<file path="config.mk">
export PLATFORM = sky130hd
export DESIGN_NAME = msg_schedule
export DESIGN_NICKNAME = d
export VERILOG_FILES = /design/src/rtl/msg_schedule.sv
export SDC_FILE = /design/constraint.sdc
export NUM_CORES = 2
export LEC_CHECK = 0
export ABC_AREA = 1
export BUFFER_PORTS_ARGS = -buffer_cell sky130_fd_sc_hd__buf_2
export CAP_MARGIN = 20
export CORE_MARGIN = 2
export CORE_UTILIZATION = 35
export DETAILED_ROUTE_END_ITERATION = 6
export PLACE_DENSITY_LB_ADDON = 0.15
export SKIP_LAST_GASP = 1
export SLEW_MARGIN = 0
export SYNTH_ARGS = -nofsm -noshare
export SYNTH_HDL_FRONTEND = slang
export SYNTH_SLANG_ARGS = --single-unit
export TNS_END_PERCENT = 20
</file>
<file path="constraint.sdc">
create_clock -name clk -period 21.4 [get_ports clk]
set_clock_uncertainty 0.2 [all_clocks]
set_input_delay 2.14 -clock clk [delete_from_list [all_inputs] [get_ports clk]]
set_output_delay 2.14 -clock clk [all_outputs]
set_load 0.03 [all_outputs]
</file>
<file path="src/rtl/msg_schedule.sv">
// SHA-256 message-schedule expander: loads 16 words, then streams W[0..63].
// A 16-word sliding window computes each new word from the taps at 0, 1, 9 and 14.
module msg_schedule (
  input  logic        clk,
  input  logic        rst,
  input  logic        in_valid,
  output logic        in_ready,
  input  logic [31:0] in_word,
  output logic        out_valid,
  input  logic        out_ready,
  output logic [31:0] out_word,
  output logic [5:0]  out_idx,
  output logic        out_last
);

  typedef enum logic {LOAD, EXPAND} state_t;

  state_t      state, state_nxt;
  logic [31:0] w [16];
  logic [3:0]  load_cnt;
  logic [5:0]  out_cnt;
  logic        in_hs, out_hs;
  logic [31:0] w_new;

  function automatic logic [31:0] rotr(input logic [31:0] x, input int n);
    return (x >> n) | (x << (32 - n));
  endfunction

  function automatic logic [31:0] sig0(input logic [31:0] x);
    return rotr(x, 7) ^ rotr(x, 18) ^ (x >> 3);
  endfunction

  function automatic logic [31:0] sig1(input logic [31:0] x);
    return rotr(x, 17) ^ rotr(x, 19) ^ (x >> 10);
  endfunction

  assign w_new = sig1(w[14]) + w[9] + sig0(w[1]) + w[0];

  always_ff @(posedge clk or posedge rst) begin
    if (rst) state <= LOAD;
    else     state <= state_nxt;
  end

  always_comb begin
    state_nxt = state;
    in_ready  = 1'b0;
    out_valid = 1'b0;
    in_hs     = 1'b0;
    out_hs    = 1'b0;
    case (state)
      LOAD: begin
        in_ready = 1'b1;
        in_hs    = in_valid;
        if (in_valid && load_cnt == 4'd15) state_nxt = EXPAND;
      end
      EXPAND: begin
        out_valid = 1'b1;
        out_hs    = out_ready;
        if (out_ready && out_cnt == 6'd63) state_nxt = LOAD;
      end
      default: state_nxt = LOAD;
    endcase
  end

  // Loading and expanding share one shift path; only the word entering slot 15 differs.
  always_ff @(posedge clk or posedge rst) begin
    if (rst) begin
      for (int i = 0; i < 16; i++) w[i] <= '0;
    end else if (in_hs || out_hs) begin
      for (int i = 0; i < 15; i++) w[i] <= w[i+1];
      w[15] <= in_hs ? in_word : w_new;
    end
  end

  // Both counters wrap naturally back to zero at the end of their phase.
  always_ff @(posedge clk or posedge rst) begin
    if (rst) begin
      load_cnt <= '0;
      out_cnt  <= '0;
    end else begin
      if (in_hs)  load_cnt <= load_cnt + 4'd1;
      if (out_hs) out_cnt  <= out_cnt + 6'd1;
    end
  end

  assign out_word = out_valid ? w[0] : 32'd0;
  assign out_idx  = out_cnt;
  assign out_last = out_valid && (out_cnt == 6'd63);

endmodule

</file>
# Word-level counts from Yosys, hierarchy flattened
# Cells that the tools add are included.
# totals
reg_bits	523
input_bits	36
out_inout_bits	41
elab_cells	48
# op_classes
addsub	5
n_eq_ne	2
n_mux	9
bitwise_logic	9
n_reduce_logical	4
# op_table
op	count
$add A32 B32 Y32	3
$mux W32	2
$xor A32 B32 Y32	2
$or A13 B32 Y32	1
$or A14 B32 Y32	1
$or A15 B32 Y32	1
$or A25 B32 Y32	1
$xor A32 B22 Y32	1
$xor A32 B29 Y32	1
$add A6 B1 Y6 const B	1
$eq A6 B6 Y1 const B	1
$mux W1	6
$add A4 B1 Y4 const B	1
$eq A4 B4 Y1 const B	1
$logic_and A1 B1 Y1	3
$pmux W1 S2	1
$logic_or A1 B1 Y1	1
$not A1 Y1	1

# Logic depth before layout (Yosys ltp)
# logic_depth
word_depth	7
ltp_mapped	22
ltp_nobuf	21

# Least setup slack after synthesis
# No wires, ideal clock.
# synth_path
path_kind	register -> output
from	register out_cnt[1] (netlist: out_idx[1])
to	output port out_last
arrival_ns	1.423
t_required_ns	19.060
setup_slack_ns	17.637
stages_incl_launch_ff	6
n_path_buf	0
path_cell_list	dfrtp_1 > ha_1 > nand3_1 > nor2_1 > nand2_1 > nor2_1
# synth_between
elab_chain_cells	2
# synth_lines
element	line	rtl
start: declaration	21	logic [5:0] out_cnt;
start signal: assignment	82	if (out_hs) out_cnt <= out_cnt + 6'd1;
$eq A6 B6 Y1	88	assign out_last = out_valid && (out_cnt == 6'd63);
$logic_and A1 B1 Y1	88	
end: declaration	13	output logic out_last
# No other way between the ends.

# Worst setup path in the final report
# layout_path
from	input port in_valid
to	register w[6] in the netlist's numbering
# layout_between
elab_chain_cells	2
word_cells_on_any_way	3
classes_between	mux: 2; reduce/logical: 1
# layout_lines
element	line	rtl
start: declaration	6	input logic in_valid,
$mux W1 (*)	50	case (state)
$mux W32 / $logic_or A1 B1 Y1 (equally long branches)	71, 69	
end: declaration	19	logic [31:0] w [16];
# Mark *: on every way between the ends. The rest lies on a longest branch, timed or not.
# A chain may end at the register's enable or synchronous reset.

==> flow_summary.json <==
{
  "status": "finished, final reports clean",
  "holdBufCountCts": 0,
  "cts_sinks": 523,
  "min_period_ps": 5294,
  "post-route-period-util_pct": 24.74,
  "grtUsageTotal_pct": 18.52,
  "use_met2_pct": 28.44,
  "fmax_ghz": 0.1889,
  "ys_seq_elements": 523,
  "finalMaxSlewViolations": 0,
  "drtPass1Iterations": 6,
  "yosysWarnings": 0,
  "numCtsBuffers": 56,
  "endpoint_kind": "flop",
  "synth_edf_count": 0,
  "finalHoldViolations": 0,
  "diodes": 0,
  "path_class": "in2reg",
  "core_sq_mm": 0.07173,
  "rows": 98,
  "route.detailed.drc": 0,
  "die_h_microns": 273.6,
  "dpl.hpwl_mm": 47.07,
  "avgSynthCellArea_sq_um": 8.293,
  "synth-async-reset-ratio_pct": 100.0,
  "synth_ff_type": "dfrtp_1",
  "cts_resized": 0,
  "drt-wirelength-per-cell_microns": 16.74,
  "die_w_microns": 273.6,
  "area_growth_pct": 10.32,
  "insertion_delay_ps": 630,
  "grt_pass1_wl_mm": 107.4,
  "worstPathRequired_ps": 21650,
  "multi_input_area_sq_mm": 0.01013,
  "via_per_inst": 4.563,
  "num_vias": 18438,
  "worst_slew_pin_slew_ps": 1045,
  "r2r_slack_ps": 16690,
  "overflow": 0,
  "finalSetupViolations": 0,
  "netlist_area_sq_mm": 0.02543,
  "clk_path_buf_depth": 3,
  "wl_mm": 67.64,
  "dieArea_sq_mm": 0.07484,
  "regArea_sq_mm": 0.01309,
  "cts_tree": "yes",
  "critPathMaxFanout": 100,
  "nFillCells": 7372,
  "syn_nets": 3198,
  "rsz0062_at_grt": "no",
  "antenna_found_initial": 0,
  "ys_seq_area_share_pct": 51.46,
  "place_congestion": 0.9226,
  "io_pins": 77,
  "hp-class": "reg2reg",
  "synthDistinctLibCells": 31,
  "drtAntennaViolNets": 0,
  "grt_pass1_vias": 18230,
  "met3_usage_pct": 2.886,
  "layout-drive-gt1-share_pct": 6.147,
  "h-tree-depth": 2,
  "setup_tns_ps": 0,
  "start_util_pct": 35.46,
  "io_buffers": 76,
  "slew_headroom_pct": 30.31,
  "drtIter0Drc": 1747,
  "grt_max_degree": 223,
  "grt_most_used_layer": "met2",
  "clockRootBuffer": "clkbuf_16",
  "critPathLaunchType": "primary input",
  "cts_setup_buffers": 0,
  "fin_nets": 3177,
  "grtUsageMet1_pct": 27.44,
  "clk_pin_slew_worst_paths_ps": 60,
  "syn_inst": 3067,
  "crit_arrival_ps": 5540,
  "cap_violations": 0
}
==> stage by stage <==
step	instances	util [%]	worst slack [ps]	instance area, sq um	hold slack, ps
floorplan	3067	-	4448	25430	242.2
global placement	3936	36.38	15570	26090	250.0
detailed placement	3936	36.38	15450	26090	251.3
CTS	4039	39.04	16100	28000	252.3
global route	4041	39.12	15730	28060	274.4
finish	4041	39.12	16110	28060	255.3
==> path summary, 6_finish.rpt <==
kind / cells past startpoint / end / from
hold / removal: 2 / w[37] / w[5]
setup reg to reg: 8 / w[6] / state
hold reg to reg: 2 / w[37] / w[5]
setup / recovery: 7 / w[6] / in_valid
min in group asynchronous: 2 / w[230] / rst
max in group asynchronous: 4 / w[118] / rst
==> layer usage <==
layer	part of all wire, %	vias up
li1	-	9113
met1	49	8916
met2	44	330
met3	5.2	79
met4	1.9	0
met5	0	-
==> cells in the mapped netlist, types with 3 or more instances <==
master / count / share of area [%]
nor3_1: 4 / 0.079
nand2_1: 1478 / 22
nand3_1: 48 / 0.94
buf_6: 38 / 1.7
fa_1: 62 / 4.9
o21ai_0: 148 / 2.9
inv_1: 303 / 4.5
buf_2: 61 / 1.2
buf_4: 10 / 0.30
ha_1: 33 / 1.6
inv_4: 3 / 0.074
dfrtp_1: 523 / 51
xor2_1: 68 / 2.3
nor2_1: 87 / 1.3
clkbuf_1: 61 / 0.90
a21oi_1: 23 / 0.45
o21bai_1: 3 / 0.089
o21ai_1: 26 / 0.51
xnor2_1: 73 / 2.5
==> flip-flops by register name, indices dropped and copies added, names as in the netlist <==
signal and flops:
w 512, state 1, load_cnt 4, out_idx 6
==> cells by family (layout without fill, tap and decap cells) <==
family	count (synthesis)	count (layout)	synth area share, %
compound gates	205	205	4.098
flops	523	523	51.46
xor+xnor	141	141	4.855
simple gates	1624	1624	24.38
fa+ha+maj	95	95	6.503
buf+inv	479	503	8.712
==> cell usage in the layout (no fill, tap or decap), types with 2 or more instances in the layout <==
cell,instances
nand2_1,1478
dfrtp_1,523
inv_1,302
o21ai_0,148
nor2_1,87
buf_2,76
xnor2_1,73
xor2_1,68
fa_1,62
clkbuf_16,56
nand3_1,48
ha_1,33
o21ai_1,26
a21oi_1,23
clkbuf_1,14
buf_4,14
clkbuf_8,12
clkinv_2,8
bufinv_16,5
nor3_1,4
clkinvlp_4,4
o21bai_1,3
inv_4,2
a21o_1,2
a31oi_1,2
nand3b_1,2
clkinv_8,2
buf_16,2
==> final cells by class <==
type,count,area share [%]
clock buffers,82,5.770
flip-flops and latches,523,46.64
clock inverters,21,1.039
multi-input cells,2065,36.11
inverters,307,4.209
well taps,950,4.236
repair buffers,93,1.998
==> critical path, stage by stage <==
cell and delay (ps):
buf_2 110, nand2_4 350, inv_4 210, nor2_8 720, buf_4 770, buf_4 830
o21ai_0 230
Power is not shown: default switching activity piles up to over one toggle a cycle in this logic, so the estimate is an artifact.
